--- config.mk ---
export PLATFORM = sky130hd
export DESIGN_NAME = dmem_arbiter_flat
export DESIGN_NICKNAME = d
export VERILOG_FILES = /design/src/rtl/dmem_arbiter_if.sv /design/src/rtl/dmem_arbiter.sv /design/src/flat_wrapper.sv
export SDC_FILE = /design/constraint.sdc
export NUM_CORES = 1
export LEC_CHECK = 0
export CAP_MARGIN = 0
export CORE_MARGIN = 4
export CORE_UTILIZATION = 28
export DETAILED_ROUTE_END_ITERATION = 12
export HOLD_SLACK_MARGIN = 0.15
export MAX_ROUTING_LAYER = met4
export PLACE_DENSITY_LB_ADDON = 0.3
export SLEW_MARGIN = 20
export SYNTH_ARGS = -nofsm -noshare
export SYNTH_HDL_FRONTEND = slang
export SYNTH_SLANG_ARGS = --single-unit
--- constraint.sdc ---
create_clock -name clk -period 1.7 [get_ports clk]
set_input_delay 0.34 -clock clk [delete_from_list [all_inputs] [get_ports clk]]
set_output_delay 0.34 -clock clk [all_outputs]
set_load 0.05 [all_outputs]
--- src/rtl/dmem_arbiter_if.sv ---
// -----------------------------------------------------------------------------
// dmem_arbiter_if
//
// Bundles the three buses that meet at the data-memory arbiter:
//   - CPU MEM-stage request/response (cpu_*)
//   - debug/loader request/response  (dbg_*)
//   - single-port synchronous data memory (mem_*)
//
// Modports:
//   slave  : the arbiter's view. It receives requests and mem_rdata, and
//            drives grants, acks, read data and the memory strobes.
//   master : the surrounding system's view. It drives requests and mem_rdata,
//            and observes everything the arbiter produces.
//
// Parameters:
//   DATA_W : data width
//   ADDR_W : byte address width
// -----------------------------------------------------------------------------
interface dmem_arbiter_if #(
  parameter int DATA_W = 32,
  parameter int ADDR_W = 32
);

  // CPU MEM stage
  logic              cpu_req;
  logic              cpu_we;
  logic [ADDR_W-1:0] cpu_addr;
  logic [DATA_W-1:0] cpu_wdata;
  logic              cpu_gnt;
  logic              cpu_stall;
  logic              cpu_rvalid;
  logic [DATA_W-1:0] cpu_rdata;

  // Debug / loader port; dbg_req is held until dbg_ack
  logic              dbg_req;
  logic              dbg_we;
  logic [ADDR_W-1:0] dbg_addr;
  logic [DATA_W-1:0] dbg_wdata;
  logic              dbg_ack;
  logic [DATA_W-1:0] dbg_rdata;

  // Data memory; mem_rdata is valid the cycle after mem_en
  logic              mem_en;
  logic              mem_we;
  logic [ADDR_W-1:0] mem_addr;
  logic [DATA_W-1:0] mem_wdata;
  logic [DATA_W-1:0] mem_rdata;

  modport slave (
    input  cpu_req, cpu_we, cpu_addr, cpu_wdata,
    output cpu_gnt, cpu_stall, cpu_rvalid, cpu_rdata,
    input  dbg_req, dbg_we, dbg_addr, dbg_wdata,
    output dbg_ack, dbg_rdata,
    output mem_en, mem_we, mem_addr, mem_wdata,
    input  mem_rdata
  );

  modport master (
    output cpu_req, cpu_we, cpu_addr, cpu_wdata,
    input  cpu_gnt, cpu_stall, cpu_rvalid, cpu_rdata,
    output dbg_req, dbg_we, dbg_addr, dbg_wdata,
    input  dbg_ack, dbg_rdata,
    input  mem_en, mem_we, mem_addr, mem_wdata,
    output mem_rdata
  );

endinterface

--- src/rtl/dmem_arbiter.sv ---
// -----------------------------------------------------------------------------
// dmem_arbiter
//
// Shares one single-port synchronous data memory between the CPU MEM stage
// and a debug/loader port. At most one access is issued per cycle.
//
// Arbitration (combinational, every cycle):
//   - debug is eligible only when dbg_req=1 and it is not in its ack cycle
//     (dbg_busy), so a held request is never granted twice;
//   - a lone eligible requester wins;
//   - with both eligible, the CPU wins until the debug side has lost
//     STARVE_MAX consecutive times, then debug wins once.
//
// Read data returns one cycle after the grant. Return routing is remembered
// per requester, so a CPU access issued in a debug ack cycle (or the reverse)
// never steers data to the wrong side. Each side's read data holds its last
// value between returns.
//
// Ports:
//   clk  : rising-edge clock
//   rstn : asynchronous active-low reset; also forces all combinational
//          outputs (mem_*, cpu_gnt, cpu_stall) low while asserted
//   bus  : dmem_arbiter_if.slave (CPU, debug and memory buses)
//
// Parameters:
//   DATA_W     : data width
//   ADDR_W     : byte address width
//   STARVE_MAX : consecutive debug losses before debug is forced to win
// -----------------------------------------------------------------------------
module dmem_arbiter #(
  parameter int DATA_W     = 32,
  parameter int ADDR_W     = 32,
  parameter int STARVE_MAX = 4
) (
  input  logic           clk,
  input  logic           rstn,
  dmem_arbiter_if.slave  bus
);

  localparam int                CNT_W      = $clog2(STARVE_MAX + 1);
  localparam logic [CNT_W-1:0]  STARVE_LIM = CNT_W'(STARVE_MAX);

  // ---------------------------------------------------------------------------
  // State
  // ---------------------------------------------------------------------------
  // dbg_busy_reg marks the debug ack cycle: it is exactly the registered debug
  // grant, so it also serves directly as dbg_ack.
  logic              dbg_busy_reg;
  logic [CNT_W-1:0]  starve_cnt_reg;
  logic [CNT_W-1:0]  starve_cnt_next;

  // Per-requester return tags: a read is outstanding for this side
  logic              cpu_rd_pend_reg;
  logic              dbg_rd_pend_reg;

  // Last returned read data per side, shown while no return is in flight
  logic [DATA_W-1:0] cpu_rdata_hold_reg;
  logic [DATA_W-1:0] dbg_rdata_hold_reg;

  // ---------------------------------------------------------------------------
  // Arbitration
  // ---------------------------------------------------------------------------
  logic dbg_elig;
  logic starved;
  logic grant_cpu;
  logic grant_dbg;

  always_comb begin
    dbg_elig  = bus.dbg_req & ~dbg_busy_reg;
    starved   = (starve_cnt_reg == STARVE_LIM);
    // Debug wins when alone, or when both compete and it has starved out.
    grant_dbg = rstn & dbg_elig & (~bus.cpu_req | starved);
    grant_cpu = rstn & bus.cpu_req & ~grant_dbg;
  end

  // Starvation counter: clears on a debug grant or a dropped request, counts
  // up only on a lost eligible cycle, and never passes STARVE_MAX. A held
  // request during the ack cycle is not eligible, so the count just holds.
  always_comb begin
    starve_cnt_next = starve_cnt_reg;
    if (grant_dbg || !bus.dbg_req) begin
      starve_cnt_next = '0;
    end else if (dbg_elig && !starved) begin
      starve_cnt_next = starve_cnt_reg + 1'b1;
    end
  end

  // ---------------------------------------------------------------------------
  // Memory request mux (winner drives the bus, zeros when idle)
  // ---------------------------------------------------------------------------
  always_comb begin
    bus.mem_en    = grant_cpu | grant_dbg;
    bus.mem_we    = 1'b0;
    bus.mem_addr  = '0;
    bus.mem_wdata = '0;
    if (grant_cpu) begin
      bus.mem_we    = bus.cpu_we;
      bus.mem_addr  = bus.cpu_addr;
      bus.mem_wdata = bus.cpu_wdata;
    end else if (grant_dbg) begin
      bus.mem_we    = bus.dbg_we;
      bus.mem_addr  = bus.dbg_addr;
      bus.mem_wdata = bus.dbg_wdata;
    end
  end

  // ---------------------------------------------------------------------------
  // CPU handshake
  // ---------------------------------------------------------------------------
  // grant_cpu is already low in reset, so the stall needs its own gate.
  assign bus.cpu_gnt   = grant_cpu;
  assign bus.cpu_stall = rstn & bus.cpu_req & ~grant_cpu;

  // ---------------------------------------------------------------------------
  // Registered state
  // ---------------------------------------------------------------------------
  always_ff @(posedge clk or negedge rstn) begin
    if (!rstn) begin
      dbg_busy_reg    <= 1'b0;
      starve_cnt_reg  <= '0;
      cpu_rd_pend_reg <= 1'b0;
      dbg_rd_pend_reg <= 1'b0;
    end else begin
      dbg_busy_reg    <= grant_dbg;
      starve_cnt_reg  <= starve_cnt_next;
      cpu_rd_pend_reg <= grant_cpu & ~bus.cpu_we;
      dbg_rd_pend_reg <= grant_dbg & ~bus.dbg_we;
    end
  end

  // Capture the returning word into the owning side's hold register so it
  // stays visible after the return cycle. Debug writes leave dbg data alone.
  always_ff @(posedge clk or negedge rstn) begin
    if (!rstn) begin
      cpu_rdata_hold_reg <= '0;
      dbg_rdata_hold_reg <= '0;
    end else begin
      if (cpu_rd_pend_reg) begin
        cpu_rdata_hold_reg <= bus.mem_rdata;
      end
      if (dbg_rd_pend_reg) begin
        dbg_rdata_hold_reg <= bus.mem_rdata;
      end
    end
  end

  // ---------------------------------------------------------------------------
  // Return path
  // ---------------------------------------------------------------------------
  // The memory's data only exists in the return cycle, so it is passed
  // straight through then and the hold register covers every other cycle.
  assign bus.cpu_rvalid = cpu_rd_pend_reg;
  assign bus.cpu_rdata  = cpu_rd_pend_reg ? bus.mem_rdata : cpu_rdata_hold_reg;
  assign bus.dbg_ack    = dbg_busy_reg;
  assign bus.dbg_rdata  = dbg_rd_pend_reg ? bus.mem_rdata : dbg_rdata_hold_reg;

endmodule
--- src/flat_wrapper.sv ---
// flat-port wrapper written by rule: the top's interface ports become plain ports
module dmem_arbiter_flat 
#(
  parameter int DATA_W     = 32,
  parameter int ADDR_W     = 32,
  parameter int STARVE_MAX = 4
)
  (clk, rstn, bus_cpu_req, bus_cpu_we, bus_cpu_addr, bus_cpu_wdata, bus_cpu_gnt, bus_cpu_stall, bus_cpu_rvalid, bus_cpu_rdata, bus_dbg_req, bus_dbg_we, bus_dbg_addr, bus_dbg_wdata, bus_dbg_ack, bus_dbg_rdata, bus_mem_en, bus_mem_we, bus_mem_addr, bus_mem_wdata, bus_mem_rdata);
  dmem_arbiter_if #(.DATA_W(DATA_W), .ADDR_W(ADDR_W)) bus_i ();
  input  logic clk;
  input  logic rstn;
  input wire logic [$bits(bus_i.cpu_req)-1:0] bus_cpu_req;
  input wire logic [$bits(bus_i.cpu_we)-1:0] bus_cpu_we;
  input wire logic [$bits(bus_i.cpu_addr)-1:0] bus_cpu_addr;
  input wire logic [$bits(bus_i.cpu_wdata)-1:0] bus_cpu_wdata;
  output wire logic [$bits(bus_i.cpu_gnt)-1:0] bus_cpu_gnt;
  output wire logic [$bits(bus_i.cpu_stall)-1:0] bus_cpu_stall;
  output wire logic [$bits(bus_i.cpu_rvalid)-1:0] bus_cpu_rvalid;
  output wire logic [$bits(bus_i.cpu_rdata)-1:0] bus_cpu_rdata;
  input wire logic [$bits(bus_i.dbg_req)-1:0] bus_dbg_req;
  input wire logic [$bits(bus_i.dbg_we)-1:0] bus_dbg_we;
  input wire logic [$bits(bus_i.dbg_addr)-1:0] bus_dbg_addr;
  input wire logic [$bits(bus_i.dbg_wdata)-1:0] bus_dbg_wdata;
  output wire logic [$bits(bus_i.dbg_ack)-1:0] bus_dbg_ack;
  output wire logic [$bits(bus_i.dbg_rdata)-1:0] bus_dbg_rdata;
  output wire logic [$bits(bus_i.mem_en)-1:0] bus_mem_en;
  output wire logic [$bits(bus_i.mem_we)-1:0] bus_mem_we;
  output wire logic [$bits(bus_i.mem_addr)-1:0] bus_mem_addr;
  output wire logic [$bits(bus_i.mem_wdata)-1:0] bus_mem_wdata;
  input wire logic [$bits(bus_i.mem_rdata)-1:0] bus_mem_rdata;
  assign bus_i.cpu_req = bus_cpu_req;
  assign bus_i.cpu_we = bus_cpu_we;
  assign bus_i.cpu_addr = bus_cpu_addr;
  assign bus_i.cpu_wdata = bus_cpu_wdata;
  assign bus_cpu_gnt = bus_i.cpu_gnt;
  assign bus_cpu_stall = bus_i.cpu_stall;
  assign bus_cpu_rvalid = bus_i.cpu_rvalid;
  assign bus_cpu_rdata = bus_i.cpu_rdata;
  assign bus_i.dbg_req = bus_dbg_req;
  assign bus_i.dbg_we = bus_dbg_we;
  assign bus_i.dbg_addr = bus_dbg_addr;
  assign bus_i.dbg_wdata = bus_dbg_wdata;
  assign bus_dbg_ack = bus_i.dbg_ack;
  assign bus_dbg_rdata = bus_i.dbg_rdata;
  assign bus_mem_en = bus_i.mem_en;
  assign bus_mem_we = bus_i.mem_we;
  assign bus_mem_addr = bus_i.mem_addr;
  assign bus_mem_wdata = bus_i.mem_wdata;
  assign bus_i.mem_rdata = bus_mem_rdata;
  dmem_arbiter #(.DATA_W(DATA_W), .ADDR_W(ADDR_W), .STARVE_MAX(STARVE_MAX)) u_core (.clk(clk), .rstn(rstn), .bus(bus_i));
endmodule
==> metrics <==
MaxCap Viol Count=0; Die Height=117 microns; Syn Nets=412; IO buf count=299; final wirelength=22000 microns; Hold Vio Cnt, Final=0; reg2reg start=u_core.starve_cnt_reg[1]; FP Rows=39; cell taking the most area after synthesis=dfrtp_1; core area=11600 sq um; Iteration-0 DRC Markers=271; Power Density=1010 nW/um^2; die span in x=117 microns; crit path from=u_core.starve_cnt_reg[1]; Worst Setup Path Type=reg -> out; Crit. End Element=output pin; sequential area share after synthesis=52.4%; clock skew=6.92 ps; first-pass GRT wire length=27700 microns; Syn Area/Cell=13.7 sq um; Worst Tran Pin Value=820 ps; I/O pin cnt=300; Ys Warns=0; Clock Latency Late Sink=330 ps; most frequent cells in the layout=163 x clkdlybuf4s50_1, 139 x buf_12, 67 x dfrtp_1, 65 x a22o_4, 64 x mux2_4; Power Total=10.2 mW; remaining antenna violation count=0; TritonCTS buffer count=9; final period utilization=134%; Area contributors post-synth=dfrtp_1 52%, mux2_2 20%, a22o_1 17%, buf_2 2.4%, mux2_1 1.3%; Mapped Cells=244; initial core utilization=28.9%; Final Wtd Congestion=0.803; Max rail drop VDD=0.646 mV; Total GRT Usage=28.9%; CP peak stage delay=400 ps; CP arrival=1940 ps; CP startpoint kind=flop; drt drc=0; clock net sink count=70; status=finished with violations; RSZ-0062 raised after global routing=yes; failing checks=negative setup slack; TritonCTS clock tree=yes; worst hold slack=323 ps; Crit path required time=1360 ps; P&R area growth vs syn=201%; CP max FO=6; reported leakage power=4.51 nW; CP max-delay cell=dfrtp_1; fin crit period=2280 ps; Via density=5.11; H-tree lvl count=3; Unique masters post-synth=24; Vias=3901; Clock Path Buffers=2; Final setup viols=132; Final WS setup=-581 ps; Detailed Place HPWL=13400 microns; Tightest Hold Check Type=in -> async; Pins Over Slew Limit=0; initial antenna violation count=3; routed len/inst=28.9 microns; most common cell after layout, fill and taps aside=clkdlybuf4s50_1; fin nets=780; Max-slew headroom=45.3%; pre-CTS setup slack=-544 ps; top-area cell type share of the netlist area=52.4%; Finished Layout Cells=763; vias in the first global route=4322; CTS clk-pin slew, worst paths=60 ps; Yosys reg bits=70; mapped cell area=3340 sq um; largest net degree at the start of global routing=66; cells along the critical path=inv_2, ha_4, buf_6, a31oi_4, buf_6, clkbuf_16, a22o_4, buf_12; die area=13700 sq um; DR pass1 iterations=4; Final Util=87.0%; clock root cell=clkbuf_16; most used cell, CP=buf_6; Worst R2R Path Depth=8; Max Fclk=0.438 GHz; layout cells sized above 1=60.0%; placed cell count=681; remaining global-route overflow=0
-- per-layer routing --
metal | vias up | part of all wire, % | GRT usage (%)
met4 | 0 | 2.9 | 8.18
li1 | 1688 | - | -
met1 | 1938 | 34 | 29.0
met2 | 224 | 54 | 52.3
met3 | 51 | 8.6 | 11.1
met5 | - | 0 | -
-- metrics by stage --
step / setup TNS [ps] / cell area [sq um]
final: -47200 / 10100
after global routing: -52240 / 10100
after CTS: -45050 / 9410
after detailed placement: -34410 / 8210
after global placement: -30410 / 8210
after floorplan: -5530 / 3700
-- Yosys cell counts --
cell type,n
nor3b_1,2
dfrtp_1,70
mux2i_1,1
buf_2,16
a31oi_2,1
a21oi_1,2
nor4bb_1,1
nor4b_1,1
nand2_1,2
nand3b_1,1
a22o_1,65
inv_1,3
and2_1,1
nor2b_1,2
xnor2_1,1
buf_6,3
a21oi_2,1
ha_1,2
buf_4,1
o21a_1,1
clkbuf_1,2
mux2_2,60
nor2b_2,1
mux2_1,4
-- worst max-delay path, delay by kind of cell (launching register included) --
family / cells / cell delay, ps
buf+inv: 5 / 710
flops: 1 / 400
compound gates: 2 / 340
fa+ha+maj: 1 / 150
-- timing repair --
item                                   CTS  global route
setup endpoints to repair              132           132
pin swaps                                3            14
hold buffers                             1             0
cloned                                  12            13
endpoints found under the hold margin    5             0
setup buffers                           21            18
gates resized for setup                 90            40
-- worst paths after layout --
path / to / slack [ps]
setup reg to reg: u_core.starve_cnt_reg[2] / 20
max in group asynchronous: u_core.dbg_rd_pend_reg / 810
min in group clk: u_core.dbg_rdata_hold_reg[10] / 520
hold / removal: u_core.dbg_rdata_hold_reg[5] / 320
setup / recovery: bus_mem_addr[3] / -580
hold reg to reg: u_core.dbg_rdata_hold_reg[10] / 520
-- logic make-up after synthesis --
kind of cell	count (synthesis)	synth area share, %
AND/OR/NAND/NOR	11	2.28
AO/OA/AOI/OAI	70	18.2
XOR/XNOR	1	0.262
multiplexers	65	21.9
adder cells (fa/ha/maj)	2	0.749
flip-flops	70	52.4
buffers and inverters	25	4.19
-- where the power goes --
group | switching (mW) | internal (mW) | total [mW]
combinational | 2.88 | 3.07 | 5.95
sequential | 0.148 | 2.02 | 2.17
clock | 0.755 | 1.30 | 2.05
-- cell type report --
class / instances / area, sq um
flip-flops and latches: 70 / 1760
clock inverters: 6 / 93.8
multi-input cells: 149 / 2300
repair buffers: 379 / 5480
inverters: 3 / 11.3
diodes: 3 / 7.51
fillers: 489 / 1500
clock buffers: 10 / 229
well taps: 143 / 179
Note: power is estimated with default switching activity, not from simulation.
==> edit 1 (same settings) <==
Make the reset (`rstn`) synchronous in 2 clocked blocks. Comments in the files are not updated.
--- a/src/rtl/dmem_arbiter.sv
+++ b/src/rtl/dmem_arbiter.sv
@@ -115,5 +115,5 @@
   // Registered state
   // ---------------------------------------------------------------------------
-  always_ff @(posedge clk or negedge rstn) begin
+  always_ff @(posedge clk) begin
     if (!rstn) begin
       dbg_busy_reg    <= 1'b0;
@@ -131,5 +131,5 @@
   // Capture the returning word into the owning side's hold register so it
   // stays visible after the return cycle. Debug writes leave dbg data alone.
-  always_ff @(posedge clk or negedge rstn) begin
+  always_ff @(posedge clk) begin
     if (!rstn) begin
       cpu_rdata_hold_reg <= '0;
Formal check against the unedited RTL: differs if rstn is asserted again (counterexample within 4 cycles, from zero or initial values and one cycle with rstn low); with rstn held inactive, the same outputs for 4 cycles.
==> edit 1 against the unedited design <==
- the flow still finishes with violations (negative setup slack)
- cell area decreased by 3.6%
- synthesized area increased by 3.3%
- wire length decreased by 12%
- non-clock buffer count decreased by 20
- clock skew rose by 0.0025 ns
- die area grew 3.1%
- sequential cell count stayed put
- setup slack improved by 0.029 ns
- synthesized cell count rose by 31%
- largest cell class unchanged
- highest routed layer unchanged
Power is not compared: it rests on default switching activity, and its combinational part moved more than twofold at a synthesized area within 25%.
==> edit 1: results (changes against the unedited design) <==
- Outcome: finished, violations left (unchanged)
- Failing checks: negative setup slack (unchanged).
- The post-placement cell area is 8040 um^2 (was 8210 um^2).
- Number of cells in the finished layout apart from fillers: 837 (was 763)
- Final Worst Setup Slack: -0.552 ns (was -0.581 ns)
- The number of antenna violations at the first check in global routing came to 4 (was 3).
- The worst setup path endpoint is bus_mem_wdata[4] (was bus_mem_addr[3]).
- The count of non-CTS inverters in the layout is 2 (was 3).
- The all-layer global routing usage is 0.270 (was 0.289).
- The wire length on met2 came to 10000 um (was 12000 um).
- The sequential element share of the synthesized area came to 0.406 (was 0.524).
* Final setup vio count: 131 (was 132)
* Final-layout non-clock buffer area share: 0.524 (was 0.545)
* FF-to-FF path depth: 9 (was 8)
- Met3 track demand over resource: 0.0940 (was 0.111)
- The fraction of the mapped netlist area in adder cells is 0.00725 (was 0.00749).
* Data arrival time of the critical path: 1.91 ns (was 1.94 ns)
- Dominant cells by area after synthesis: sky130_fd_sc_hd__dfxtp_1 (41%), sky130_fd_sc_hd__a22o_1 (16%), sky130_fd_sc_hd__mux2_2 (13%) (was sky130_fd_sc_hd__dfrtp_1 (52%), sky130_fd_sc_hd__mux2_2 (20%), sky130_fd_sc_hd__a22o_1 (17%))
* Critical Path Max Stage Delay: 0.34 ns (was 0.40 ns)
- Sum Neg Setup Slack: -38.81 ns (was -47.20 ns)
* Number of instances in the placed design: 776 (was 681)
* Post-synth ARST share: 0 (was 1.00)
- Global-route wire length before repair: 28100 um (was 27700 um)
* Number of global-route vias before repair: 4623 (was 4322)
* WHS: 0.592 ns (was 0.323 ns)
- Share of cell area taken by multi-input logic gates: 0.279 (was 0.229)
* Number of nets in the finished design: 828 (was 780)
- Synthesis-to-layout area growth: 181% (was 201%)
- Layout sequential cell count: 70 (unchanged)
## edit 1: cell types whose count changed in the layout (fill, tap and decap cells not counted), moves of 3 or more
cell / change
sky130_fd_sc_hd__buf_4: -16
sky130_fd_sc_hd__dfxtp_1: +65
sky130_fd_sc_hd__buf_8: +31
sky130_fd_sc_hd__and2_1: +64
sky130_fd_sc_hd__dfrtp_1: -67
sky130_fd_sc_hd__dfxtp_2: +3
sky130_fd_sc_hd__dfrtp_2: -3
sky130_fd_sc_hd__buf_12: -35
sky130_fd_sc_hd__clkinv_2: +3
sky130_fd_sc_hd__clkbuf_16: -6
sky130_fd_sc_hd__buf_6: +5
## edit 1: what timing repair did
action / 4_1_cts / 5_1_grt
buffers inserted: 20 / 5
resized for setup: 180 / 18
cloned: 15 / 4
endpoints found under the setup margin: 132 / 131
pin swaps: 11 / 16
==> edit 2 (same flow settings) <==
Without the edit above. Put a register stage on the output `bus.dbg_rdata`, without a reset. The value now appears one clock later.
--- a/src/rtl/dmem_arbiter.sv
+++ b/src/rtl/dmem_arbiter.sv
@@ -153,5 +153,7 @@
   assign bus.cpu_rdata  = cpu_rd_pend_reg ? bus.mem_rdata : cpu_rdata_hold_reg;
   assign bus.dbg_ack    = dbg_busy_reg;
-  assign bus.dbg_rdata  = dbg_rd_pend_reg ? bus.mem_rdata : dbg_rdata_hold_reg;
+  always_ff @(posedge clk) begin
+    bus.dbg_rdata <= dbg_rd_pend_reg ? bus.mem_rdata : dbg_rdata_hold_reg;
+  end
 
 endmodule
Behaviour: not the same (a bounded check fails within 4 cycles, from zero or initial values and one cycle with rstn low).
==> edit 2 against the unedited design <==
- the flow still finishes with violations (negative setup slack)
- highest routed layer unchanged
- register-to-register slack better by 0.08 ns
- power fell by 1.8%
- synthesized area rose by 19%
- clock power decreased by 4%
- synthesized cell count rose by 13%
- critical endpoint is now bus_mem_addr[1]
- cell area fell by 5.4%
- wire length decreased by 14%
- critical path depth fell by 1
- sequential cell count is 32 higher
- setup slack gained 0.026 ns
==> edit 2: results (changes against the unedited design) <==
* Synthesized-area fraction occupied by adder cells: 0.00629 (was 0.00749)
- The detailed placement HPWL is 14700 um (was 13400 um).
- Final setup vio count: 99 (was 132)
- Number of instances in the placed design: 751 (was 681)
- Critical path origin: u_core.starve_cnt_reg[0]$_DFFE_PN0P_ (was u_core.starve_cnt_reg[1]$_DFFE_PN0P_)
- The fraction of layout cells with a size suffix above 1 is 0.544 (was 0.600).
* Post-synth ARST share: 0.686 (was 1.00)
- Number of cells in the finished layout apart from fillers: 806 (was 763)
* H-Tree Depth: 3 (unchanged)
- The all-layer global routing usage is 0.236 (was 0.289).
* Pre-CTS setup slack: -0.539 ns (was -0.544 ns)
- The wire length on met3 was 1340 um (was 1900 um).
* Cell count after synthesis: 276 (was 244)
- The met3 usage in global routing came to 0.0623 (was 0.111).
- Detail Route met2 WL: 10300 um (was 12000 um)
- Switching portion of total power: 0.367 (was 0.372)
* Length of the first detailed-routing pass in iterations: 4 (unchanged)
- Portion of the post-synthesis area used by sequential elements: 0.601 (was 0.524)
- The number of distinct standard cells referenced by the synthesized netlist was 25 (was 24).
- Largest net degree at the start of global routing: 51 (was 66)
* Share of cell area taken by muxes after synthesis: 0.184 (was 0.219)
- The fraction of met2 tracks used by global routing is 0.417 (was 0.523).
* Data arrival time of the critical path: 1.91 ns (was 1.94 ns)
* Total number of yosys warnings: 0 (unchanged)
* Global-route track usage on met1: 0.242 (was 0.290)
- The net count after synthesis came to 444 (was 412).
- The maximum fanout encountered on the critical timing path is 38 (was 6).
- Number of global-route vias before repair: 4354 (was 4322)
* Compound-Gate Fraction of Synth Area: 0.153 (was 0.182)
- Failing checks: negative setup slack (unchanged)
- XOR/XNOR Fraction of Synth Area: 0.00220 (was 0.00262)
- Most instantiated cells after synthesis: sky130_fd_sc_hd__dfrtp_1 (70), sky130_fd_sc_hd__a22o_1 (65), sky130_fd_sc_hd__mux2_2 (60) (unchanged).
* Sum Neg Setup Slack: -39.26 ns (was -47.20 ns)
- The DRC violation total after the first TritonRoute iteration is 142 (was 271).
* Cell area reported after detailed placement: 8530 um^2 (was 8210 um^2)
* Detailed-route wire length per cell: 23.6 um (was 28.9 um)
- Met1 layer wirelength in the final routing: 6570 um (was 7490 um)
* Number of nets in the finished design: 783 (was 780)
- The number of antenna violations at the first check in global routing was 6 (was 3).
- Outcome: finished, violations left (unchanged).
- Dominant cells by area after synthesis: sky130_fd_sc_hd__dfrtp_1 (44%), sky130_fd_sc_hd__mux2_2 (17%), sky130_fd_sc_hd__dfxtp_1 (16%) (was sky130_fd_sc_hd__dfrtp_1 (52%), sky130_fd_sc_hd__mux2_2 (20%), sky130_fd_sc_hd__a22o_1 (17%))
- The post-route clock skew is 0.00749 ns (was 0.00692 ns).
* Actual slew at the worst max-slew pin: 0.929 ns (was 0.820 ns)
- The least setup slack across all paths after layout came to -0.555 ns (was -0.581 ns).
- The routability congestion estimate is 0.882 (was 0.803).
edit 2: cell types whose count changed in the layout (fill, tap and decap cells not counted), moves of 29 or more:
cell	change
sky130_fd_sc_hd__dfxtp_1	+32
sky130_fd_sc_hd__buf_12	-29
sky130_fd_sc_hd__a22o_4	-32
sky130_fd_sc_hd__a22o_2	+32
sky130_fd_sc_hd__mux2_2	+29
sky130_fd_sc_hd__mux2_4	-32
edit 2: path summary, 6_finish.rpt:
path                                                     endpoint  depth (start not counted)  slack [ns]
min                        u_core.dbg_rdata_hold_reg[1]$_DFF_PN0_                          2        0.18
max                                               bus_mem_addr[1]                          7       -0.55
min in group clk                  u_core.bus.dbg_rdata[9]$_DFF_P_                          1        0.49
max reg2reg                  u_core.starve_cnt_reg[1]$_DFFE_PN0P_                          7        0.10
min reg2reg                       u_core.bus.dbg_rdata[9]$_DFF_P_                          1        0.49
max in group asynchronous         u_core.bus.cpu_rvalid$_DFF_PN0_                          3        0.59
edit 2: power groups by stage:
| stage | clock network, W | logic [W] | registers, W |
|---|---|---|---|
| 5_1_grt | 0.00214 | 0.00502 | 0.00321 |
| 3_3_place_gp | 0 | 0.00455 | 0.00318 |
| 4_1_cts | 0.00202 | 0.00486 | 0.00316 |
| 2_1_floorplan | 0 | 0.00171 | 0.00387 |
| 3_5_place_dp | 0 | 0.00460 | 0.00320 |
| 6_report | 0.00197 | 0.00487 | 0.00316 |
edit 2: timing repair:
item,CTS,global route
resized for setup,50,6
endpoints found under the hold margin,20,0
hold buffers,1,0
setup buffers,20,4
gates cloned,9,2
pin swaps,5,2
setup endpoints to repair,100,102
edit 2: cell type report:
class,instances,area [um^2]
sequential,102,2390
clock buffer,10,239
timing repair buffer,350,4640
clock inverter,6,52.6
antenna,6,15.0
multi-input combinational,149,1940
fill,943,4360
tap,180,225
inverter,3,11.3
